==> src/rtl/rw_burst_fsm.sv <==
// rw_burst_fsm: read/write burst sequencer.
// A one-hot FSM (IDLE/RD/WR) with a beat counter runs fixed-length bursts.
// Read/write priority in IDLE is set at build time.
// A write request that arrives during a read can optionally abort the read
// and chain it into a write burst.
// Every output comes straight from a flop, so there is no combinational path
// from sel to any output.

module rw_burst_fsm #(
  parameter int RD_LEN   = 2,
  parameter int WR_LEN   = 2,
  parameter int CNT_W    = 8,
  parameter int PRIO_WR  = 0,
  parameter int CHAIN_EN = 1
) (
  input  logic             clk,
  input  logic             rstn,
  input  logic [1:0]       sel,
  output logic [2:0]       out,
  output logic [2:0]       state_o,
  output logic             busy,
  output logic [CNT_W-1:0] beat,
  output logic             rd_done,
  output logic             wr_done
);

  typedef enum logic [2:0] {
    S_IDLE = 3'b001,
    S_RD   = 3'b010,
    S_WR   = 3'b100
  } state_e;

  // Phase codes presented on 'out'; the RD->WR chain reuses the write-beat code
  localparam logic [2:0] PH_IDLE     = 3'b000;
  localparam logic [2:0] PH_WR_START = 3'b001;
  localparam logic [2:0] PH_WR_BEAT  = 3'b010;
  localparam logic [2:0] PH_RD_START = 3'b011;
  localparam logic [2:0] PH_RD_BEAT  = 3'b100;

  localparam logic [CNT_W-1:0] RD_LAST = CNT_W'(RD_LEN - 1);
  localparam logic [CNT_W-1:0] WR_LAST = CNT_W'(WR_LEN - 1);
  localparam logic [CNT_W-1:0] BEAT_ONE = CNT_W'(1);

  state_e           state_q;
  logic [2:0]       out_q;
  logic [CNT_W-1:0] beat_q;
  logic             rdDone_q;
  logic             wrDone_q;

  logic readWins;
  logic writeWins;
  logic chainReq;

  // Request arbitration in IDLE and the read-abort condition; these only feed flops
  always_comb begin
    readWins  = sel[0] && !((PRIO_WR != 0) && sel[1]);
    writeWins = sel[1] && !readWins;
    chainReq  = (CHAIN_EN != 0) && sel[1];
  end

  // Burst sequencer: state, beat counter, phase code and done pulses all registered together
  always_ff @(posedge clk or negedge rstn) begin
    if (!rstn) begin
      state_q  <= S_IDLE;
      out_q    <= PH_IDLE;
      beat_q   <= '0;
      rdDone_q <= 1'b0;
      wrDone_q <= 1'b0;
    end else begin
      rdDone_q <= 1'b0;
      wrDone_q <= 1'b0;
      case (state_q)
        S_IDLE: begin
          beat_q <= '0;
          if (readWins) begin
            state_q <= S_RD;
            out_q   <= PH_RD_START;
          end else if (writeWins) begin
            state_q <= S_WR;
            out_q   <= PH_WR_START;
          end else begin
            state_q <= S_IDLE;
            out_q   <= PH_IDLE;
          end
        end
        S_RD: begin
          if (chainReq) begin
            state_q <= S_WR;
            beat_q  <= '0;
            out_q   <= PH_WR_BEAT;
          end else if (beat_q == RD_LAST) begin
            state_q  <= S_IDLE;
            beat_q   <= '0;
            out_q    <= PH_IDLE;
            rdDone_q <= 1'b1;
          end else begin
            state_q <= S_RD;
            beat_q  <= beat_q + BEAT_ONE;
            out_q   <= PH_RD_BEAT;
          end
        end
        S_WR: begin
          if (beat_q == WR_LAST) begin
            state_q  <= S_IDLE;
            beat_q   <= '0;
            out_q    <= PH_IDLE;
            wrDone_q <= 1'b1;
          end else begin
            state_q <= S_WR;
            beat_q  <= beat_q + BEAT_ONE;
            out_q   <= PH_WR_BEAT;
          end
        end
        default: begin
          state_q <= S_IDLE;
          beat_q  <= '0;
          out_q   <= PH_IDLE;
        end
      endcase
    end
  end

  assign out     = out_q;
  assign state_o = state_q;
  assign busy    = (state_q != S_IDLE);
  assign beat    = beat_q;
  assign rd_done = rdDone_q;
  assign wr_done = wrDone_q;

endmodule

==> config.mk <==
export PLATFORM = sky130hd
export DESIGN_NAME = rw_burst_fsm
export DESIGN_NICKNAME = d
export VERILOG_FILES = /design/src/rtl/rw_burst_fsm.sv
export SDC_FILE = /design/constraint.sdc
export NUM_CORES = 1
export LEC_CHECK = 0
export ABC_AREA = 0
export CORE_UTILIZATION = 42
export CTS_CLUSTER_SIZE = 25
export DETAILED_ROUTE_END_ITERATION = 7
export HOLD_SLACK_MARGIN = 0.02
export MAX_ROUTING_LAYER = met4
export PLACE_DENSITY = 0.78
export SKIP_CTS_REPAIR_TIMING = 1
export SYNTH_ARGS = -nofsm -noshare
export SYNTH_HDL_FRONTEND = slang
export SYNTH_SLANG_ARGS = --single-unit
==> constraint.sdc <==
create_clock -name clk -period 1.5 [get_ports clk]
set_input_delay 0.225 -clock clk [delete_from_list [all_inputs] [get_ports clk]]
set_output_delay 0.225 -clock clk [all_outputs]
set_load 0.01 [all_outputs]
==> impl_metrics.csv <==
group,metric,value,unit
sta,tns,-0.947,ns
detailed_routing,vias,746,
cts,clockBufferDepth,2,
die,die_w,45.4,µm
worst_setup_path,cp-end-kind,"flop",
grt,grt.overflow.total,0,
cts,cts_root_buf,"clkbuf_4",
sta,fin_worst_skew,0.000224,ns
sta,finalSetupViolCount,14,
synthesis,ys_warn_count,0,
cts,clk_latency,0.28,ns
hold_path,hold_path.class,"in2async",
sta,finalCriticalPeriod,1.60,ns
die,fp.dieH,45.4,µm
status,status,"finished with violations",
detailed_routing,initialDrtViolationCount,22,
sta,fin_crit_sh,107,%
die,ios,21,
worst_setup_path,worstPathArrival,1.76,ns
cts,cts_tree,"built",
worst_setup_path,r2r_setup_slack,-0.1,ns
sta,whs,0.165,ns
power_and_ir_drop,pwr-share-seq,28.6,%
synthesis,syn_avg_cell_area,10.6,µm²
detailed_routing,ant_nets,0,
detailed_routing,wl_per_cell,14.2,µm
place,port_buffers,20,
power_and_ir_drop,power_frac_clock,13.9,%
worst_setup_path,cp_top_family,"simple AND/OR/NAND/NOR gates",
final_layout,num_antenna_cells,0,
grt,grt_pass1_vias,658,
power_and_ir_drop,p_leak,0.696,nW
die,dieArea,2060,µm²
grt,grt_util_all_layers,19.4,%
power_and_ir_drop,power.density,1520,nW/µm²
worst_setup_path,max_stage_delay,0.49,ns
power_and_ir_drop,pwr-share-comb,57.5,%
sta,worst_slew_pin_slew,0.416,ns
synthesis,synth_flop_cell,"dfrtp_1",
final_layout,syn_to_final_growth,62.1,%
worst_setup_path,worstPathMaxFanout,8,
synthesis,async_flop_share,100,%
place,gp_congestion,0.766,
sta,rsz0062_at_grt,"yes",
synthesis,syn_nets,81,
synthesis,synth_cell_types,32,
sta,final-hold-violation-count,0,
grt,antenna_found_initial,0,
worst_setup_path,path_cells,"inv_1 > ha_1 > or4b_4 > o22ai_4 > buf_12 > a211oi_2",
grt,grt_max_degree,15,
sta,setup_slack,-0.0990,ns
power_and_ir_drop,power.net_switching,0.000706,W
detailed_routing,route.detailed.drc,0,
detailed_routing,vias_per_cell,5.33,
worst_setup_path,cp_slowest_cell,"or4b_4",
sta,slew_viol_final,0,
die,core-area,1750,µm²
worst_setup_path,cp-start-kind,"flop",
place,dp_hpwl,1280,µm
job,maxCapViolations,0,
power_and_ir_drop,ir_worst_vdd,1.09,mV
cts,htreeDepth,1,
cts,cts_sinks,16,
synthesis,syn_area,792,µm²
power_and_ir_drop,p_int,0.00124,W
sta,slew_headroom,72.2,%
synthesis,synth-edff-count,0,
worst_setup_path,required,1.66,ns
detailed_routing,drt_wl_total,1990,µm
synthesis,ys_seq_area_share,50.7,%
grt,grt_pass1_wl,2720,µm
worst_setup_path,path_buf_inv,2,
detailed_routing,first_pass_iters,4,
synthesis,synthCells,75,
cts,clkTransAtPathRegs,0.08,ns
sta,max_freq,625,MHz
cts,cts_buffers,3,
die,placementRows,15,
worst_setup_path,critPathKind,"reg2reg",
die,start_util,45.4,%
final_layout,nets,122,
synthesis,ys_seq_elements,16,
final_layout,nFillCells,125,
status,violations,"setup timing",
power_and_ir_drop,switching_share,36.3,%
final_layout,layout-drive-gt1-share,33.0,%
==> layout by cell type (no fill, tap or decap), types with 2 or more instances in the layout <==
cell type and instances:
dlymetal6s2s_1 11, clkbuf_4 3, a211oi_2 3, o21ai_0 3, clkdlybuf4s50_1 9, inv_1 4
or3_1 4, nand2_1 4, dfrtp_1 15, nor3_2 5, ha_1 2, xor2_1 2
nand3_1 3, buf_4 18, nor2_1 4, nand2b_1 2, xnor2_1 2
==> cells by family (layout without fill, tap and decap cells) <==
logic type	Yosys count	in the layout	share of synthesized area (%)
and+or+nand+nor	31	31	24.2
DFF	16	16	50.7
AOI/OAI and AO/OA	15	15	14.2
buffers and inverters	7	47	3.32
xor gates and xnor gates	4	4	4.42
adders and majority gates	2	2	3.16
==> synth_stat cells (2+ instances only) <==
cell type,n,share of area [%]
nand3_1,3,1.9
xnor2_1,2,2.2
dfrtp_1,15,47
xor2_1,2,2.2
nand2b_1,2,1.6
inv_1,4,1.9
nand2_1,4,1.9
ha_1,2,3.2
o21ai_0,3,1.9
clkbuf_1,3,1.4
nor3_1,5,3.2
a211oi_1,3,2.8
nor3b_1,2,1.9
nor2_1,4,1.9
or3_1,4,3.2
==> routing by layer <==
metal  vias up  part of all wire (%)  GRT usage [%]
li1        354                     -              -
met1       364                    42           23.0
met2        26                    52           30.9
met3         2                   4.7           5.95
met4         0                   1.2           7.27
met5         -                     0              -
==> through the flow <==
stage                     power [W]  worst slack [ns]  util (%)  cells  cell area, µm²
final                       0.00195           -0.0990      73.5    140            1280
after global routing        0.00205            -0.129      73.5    140            1280
after CTS                   0.00179            -0.373      67.0    137            1170
after detailed placement    0.00152            -0.113      64.9    133            1130
after global placement      0.00150           -0.0702      64.9    133            1130
after floorplan             0.00107           -0.0902         -     75             792
==> layout make-up <==
class                   count  area (µm²)  share of cell area (%)
flip-flops and latches     16         402                    31.3
inverters                   4        15.0                    1.17
well taps                  25        31.3                    2.44
repair buffers             39         383                    29.8
clock buffers               4        36.3                    2.83
multi-input cells          52         417                    32.5
==> registers in the layout, summed over array words and instances (netlist names) <==
signal / cells
beat: 8
state_o: 3
out: 3
rd_done: 1
wr_done: 1
==> final timing paths <==
check,startpoint,to,depth (start not counted)
setup reg to reg,beat[1],beat[5],6
max in group asynchronous,rstn,beat[6],2
hold reg to reg,beat[0],beat[0],2
setup / recovery,beat[1],beat[5],6
hold / removal,rstn,beat[1],1
min in group clk,beat[0],beat[0],2
==> power groups by stage <==
stage               Sequential [W]  Clock [W]  Combinational [W]
floorplan                 0.000619          0           0.000446
global placement          0.000558          0           0.000942
detailed placement        0.000562          0           0.000954
CTS                       0.000553   0.000276           0.000957
global route              0.000567   0.000292            0.00119
finish                    0.000556   0.000270            0.00112
Note: power is estimated with default switching activity, not from simulation.
==> RTL edit 1, RTL diff (same settings) <==
The parameter `CNT_W` goes from 8 to 12.
--- a/src/rtl/rw_burst_fsm.sv
+++ b/src/rtl/rw_burst_fsm.sv
@@ -9,7 +9,7 @@
 module rw_burst_fsm #(
   parameter int RD_LEN   = 2,
   parameter int WR_LEN   = 2,
-  parameter int CNT_W    = 8,
+  parameter int CNT_W    = 12,
   parameter int PRIO_WR  = 0,
   parameter int CHAIN_EN = 1
 ) (
Interface: changed (resized beat); port bits go from 21 to 25. No check against the original RTL was run, so the function may have changed too.
==> RTL edit 1 against the original RTL <==
Sequential share of layout area is 1.7 points lower. The run still ends with setup timing left. Sequential cell count grew 4. Routed wire length up 45%. Cell area is 33% higher. Highest routed layer unchanged. Setup slack worse by 0.18 ns. Total power rose by 17%. Area after synthesis increased by 33%. Clock power up 61%. Sequential power is 18% higher.
==> RTL edit 1: results (changes against the original RTL) <==
clock_network:
  numCtsBuffers: 3  # unchanged
  clk_latency_ns: 0.30  # +0.02 ns
placement:
  gp_congestion: 0.814  # +6.3%
  dpl.hpwl_um: 2000  # +56%
  numPortBuffers: 24  # +20%
grt:
  grt_pass1_wl_um: 4420  # +62%
  grtUsageTotal_pct: 22.8  # +3.4 points
  grt_max_degree: 21  # +6
  grt_pass1_vias: 1090  # +66%
cells_and_area:
  drive_gt1_share_pct: 38.6  # +5.5 points
  final_nets: 160  # +31%
  largest_reg_flops: 12  # +4
sta:
  setup_ws_ns: -0.276  # -0.177 ns
  setup_violations: 21  # +7
  clock_skew_ns: 0.0112  # +0.0109 ns
  whs_ns: 0.254  # +0.0892 ns
  worst_pin_slew_ns: 0.377  # -0.0388 ns
yosys:
  synth_common_cells: "dfrtp_1 (19), a211oi_1 (7), inv_1 (7)"
  ys_seq_area_share_pct: 47.7  # -3.0 points
  synthTopCellsByArea: "dfrtp_1 (45%), a211oi_1 (5.0%), nor3_1 (2.9%)"
  synth.net_count: 105  # +30%
pwr:
  peakVddDrop_mv: 1.02  # -6.6%
  p_leak_nw: 0.914  # +31%
routing:
  drtIter0Drc: 14  # -36%
  via_count: 1055  # +41%
  wl_per_cell_um: 16.0  # +12%
  dr.pass1.iters: 5  # +1
run_status:
  status: "complete, but fails checks"
  violations: "setup timing"
worst_setup_path:
  r2r_cells: 5  # -1
-- RTL edit 1: per-layer routing --
layer | part of all wire (%) | GRT usage (%)
met1 | 39 | 23.1
met2 | 54 | 43.4
met3 | 4.7 | 2.92
met4 | 2.0 | 9.46
met5 | 0 | -
-- RTL edit 1: per-stage QoR --
| stage | TNS, ns | instance area, µm² | setup WS [ns] | std cells | util, % |
|---|---|---|---|---|---|
| finish | -4.48 | 1710 | -0.276 | 181 | 74.9 |
| global route | -5.27 | 1710 | -0.304 | 181 | 74.9 |
| CTS | -6.44 | 1600 | -0.524 | 179 | 70.2 |
| detailed placement | -4.50 | 1550 | -0.282 | 175 | 67.9 |
| global placement | -3.43 | 1550 | -0.219 | 175 | 67.9 |
| floorplan | -3.84 | 1090 | -0.276 | 99 | - |
-- RTL edit 1: power by group --
group | internal [W] | switching (W) | leakage, nW
Sequential | 0.000626 | 0.0000323 | 0.268
Combinational | 0.000573 | 0.000619 | 0.618
Clock | 0.000270 | 0.000165 | 0.0279
-- RTL edit 1: layout make-up --
| cell class | instances | area (µm²) |
|---|---|---|
| clock inverter | 1 | 30.0 |
| inverter | 7 | 26.3 |
| timing repair buffer | 54 | 503 |
| multi-input combinational | 68 | 584 |
| fill | 166 | 571 |
| clock buffer | 3 | 22.5 |
| tap | 28 | 35.0 |
| sequential | 20 | 504 |
-- RTL edit 1: kinds of logic after synthesis --
family                     share of synthesized area, %
and+or+nand+nor                                    24.9
buffers and inverters                              4.76
DFF                                                47.7
AOI/OAI and AO/OA                                  17.7
adders and majority gates                          2.38
xor gates and xnor gates                           2.50
-- RTL edit 1: worst reg2reg max path, stage by stage, from the launching register on --
cell     delay (ns)
dfrtp_2        0.42
inv_2          0.07
ha_4           0.11
or4b_4         0.49
or3_4          0.44
nor4b_4        0.14
==> RTL edit 2, RTL diff (same settings) <==
Made on the original files. Make the reset (`rstn`) synchronous in one clocked block.
--- a/src/rtl/rw_burst_fsm.sv
+++ b/src/rtl/rw_burst_fsm.sv
@@ -59,7 +59,7 @@
   end
 
   // Burst sequencer: state, beat counter, phase code and done pulses all registered together
-  always_ff @(posedge clk or negedge rstn) begin
+  always_ff @(posedge clk) begin
     if (!rstn) begin
       state_q  <= S_IDLE;
       out_q    <= PH_IDLE;
Formal check against the unedited RTL: differs if rstn is asserted again (counterexample within 4 cycles, from zero or initial values and one cycle with rstn low); with rstn held inactive, the same outputs for 10 cycles.
==> RTL edit 2 against the original RTL <==
Routed wire length down 25%. Register-to-register slack better by 0.18 ns. Sequential cell count unchanged. Fmax up 11%. Setup slack better by 0.16 ns. Area after synthesis down 12%. Non-clock buffer count down 11. Critical path depth down 5. Clock skew up 0.00076 ns. Via count down 17%. Cell area down 19%. Largest cell class unchanged.
Power is not compared: it rests on default switching activity, and its combinational part moved more than twofold at a synthesized area within 25%.
==> RTL edit 2: results (changes against the original RTL) <==
run_status:
  status: "finished clean"
placement:
  numPortBuffers: 20  # unchanged
  pre_cts_ws_ns: 0.00294  # +0.116 ns
  dpl.hpwl_um: 1050  # -18%
  gp_congestion: 0.811  # +5.9%
clock_network:
  cts_root_buffer: "clkbuf_4"
  clk_pin_slew_ns: 0.09
  clk_latency_ns: 0.28  # about the same
  cts_buffer_depth: 2  # unchanged
  numCtsBuffers: 3  # unchanged
  h-tree-depth: 1  # unchanged
worst_hold_path:
  hold_path.class: "reg2reg"
  hold_path_startpoint: "beat[6]$_SDFF_PN0_"
  timing.hold.worst_path_depth: 2
  holdPathEnd: "beat[6]$_SDFF_PN0_"
worst_setup_path:
  critPathTopFamily: "buffers and inverters"
  r2r_start: "beat[5]$_SDFF_PN0_"
  path_max_fanout: 7  # -1
  worstPathArrival_ns: 1.22  # -0.54 ns
  critPathMaxStageDelay_ns: 0.54  # +0.05 ns
  cp_slowest_cell: "clkdlybuf4s50_1"
  worst_r2r_endpoint: "beat[4]$_SDFF_PN0_"
  r2r_cells: 3  # -3
  regToRegSetupSlack_ns: 0.08  # +0.18 ns
cells_and_area:
  drive_gt1_share_pct: 23.5  # -9.5 points
  final_nets: 109  # -11%
  largest_reg_flops: 8  # unchanged
  antennaDiodeCount: 0  # unchanged
yosys:
  ys_warn_count: 0  # unchanged
  synthArstFlopShare_pct: 0  # -100 points
  ys_types: 29  # -9.4%
  ys.flop_type: "dfxtp_1"
  synth_common_cells: "dfxtp_1 (16), nor2_1 (6), o21ai_0 (5)"
  synthTopCellsByArea: "dfxtp_1 (46%), o221ai_4 (3.8%), xor2_1 (3.8%)"
  synth.net_count: 76  # -6.2%
  ys_seq_area_share_pct: 46.0  # -4.8 points
pwr:
  peakVddDrop_mv: 0.711
  p_leak_nw: 0.471
sta:
  relSlewSlack_pct: 73.2  # +1.0 points
  whs_ns: 0.512  # +0.347 ns
  clock_skew_ns: 0.000988  # +0.000764 ns
grt:
  grtUsageTotal_pct: 17.9  # -1.5 points
  antenna_found_initial: 0  # unchanged
  grt_pass1_wl_um: 2330  # -14%
  grt_pass1_vias: 576  # -12%
  grt_max_degree: 10  # -5
routing:
  vias_per_cell: 5.26  # -1.2%
  drtIter0Drc: 7  # -68%
  wl_um: 1490  # -25%
  dr.pass1.iters: 4  # unchanged
-- RTL edit 2: kinds of logic (layout without fill, tap and decap cells) --
| logic type | after synthesis | count (layout) | synth area share (%) |
|---|---|---|---|
| simple gates | 31 | 31 | 29.3 |
| flops | 16 | 16 | 46.0 |
| compound gates | 15 | 15 | 15.1 |
| xor+xnor | 4 | 4 | 5.03 |
| fa+ha+maj | 2 | 2 | 3.59 |
| buf+inv | 2 | 34 | 1.08 |
-- RTL edit 2: per-stage QoR --
step / cells / instance area, µm² / utilization, % / setup TNS, ns
6_report: 118 / 1040 / 68.5 / 0
3_5_place_dp: 114 / 977 / 64.1 / 0
2_1_floorplan: 70 / 697 / - / 0
4_1_cts: 118 / 1010 / 66.5 / -0.510
5_1_grt: 118 / 1040 / 68.5 / 0
3_3_place_gp: 114 / 977 / 64.1 / 0
-- RTL edit 2: worst max path at each step --
stage                                from                    end  slack, ns
floorplan              beat[4]$_SDFF_PN0_     beat[2]$_SDFF_PN0_       0.11
detailed placement                 sel[1]  state_o[0]$_SDFF_PN1_      0.003
CTS                 state_o[0]$_SDFF_PN1_                   busy      -0.20
global placement                   sel[1]  state_o[0]$_SDFF_PN1_       0.02
finish                 beat[3]$_SDFF_PN0_                beat[3]       0.06
global route           beat[1]$_SDFF_PN0_                beat[1]     0.0007
-- RTL edit 2: tightest hold or removal path: stages (launching register included) --
cell	delay, ns
dfxtp_2	0.35
o21ai_0	0.07
a21oi_1	0.06
-- RTL edit 2: final cells by class --
class	count	area (µm²)
clock buffer	4	36.3
fill	125	480
inverter	2	7.51
multi-input combinational	52	374
sequential	16	330
tap	16	20.0
timing repair buffer	28	275
-- RTL edit 2: per-layer routing --
layer,track usage [%],up-vias,part of all wire (%)
li1,-,319,-
met1,18.6,283,42
met2,28.8,17,51
met3,4.68,2,5.7
met4,13.1,0,1.0
met5,-,-,0
-- RTL edit 2: power breakdown --
group          switching [W]  total (W)  internal, W
sequential         0.0000184   0.000476     0.000458
clock               0.000131   0.000279     0.000148
combinational       0.000166   0.000359     0.000193
total               0.000315    0.00111     0.000799
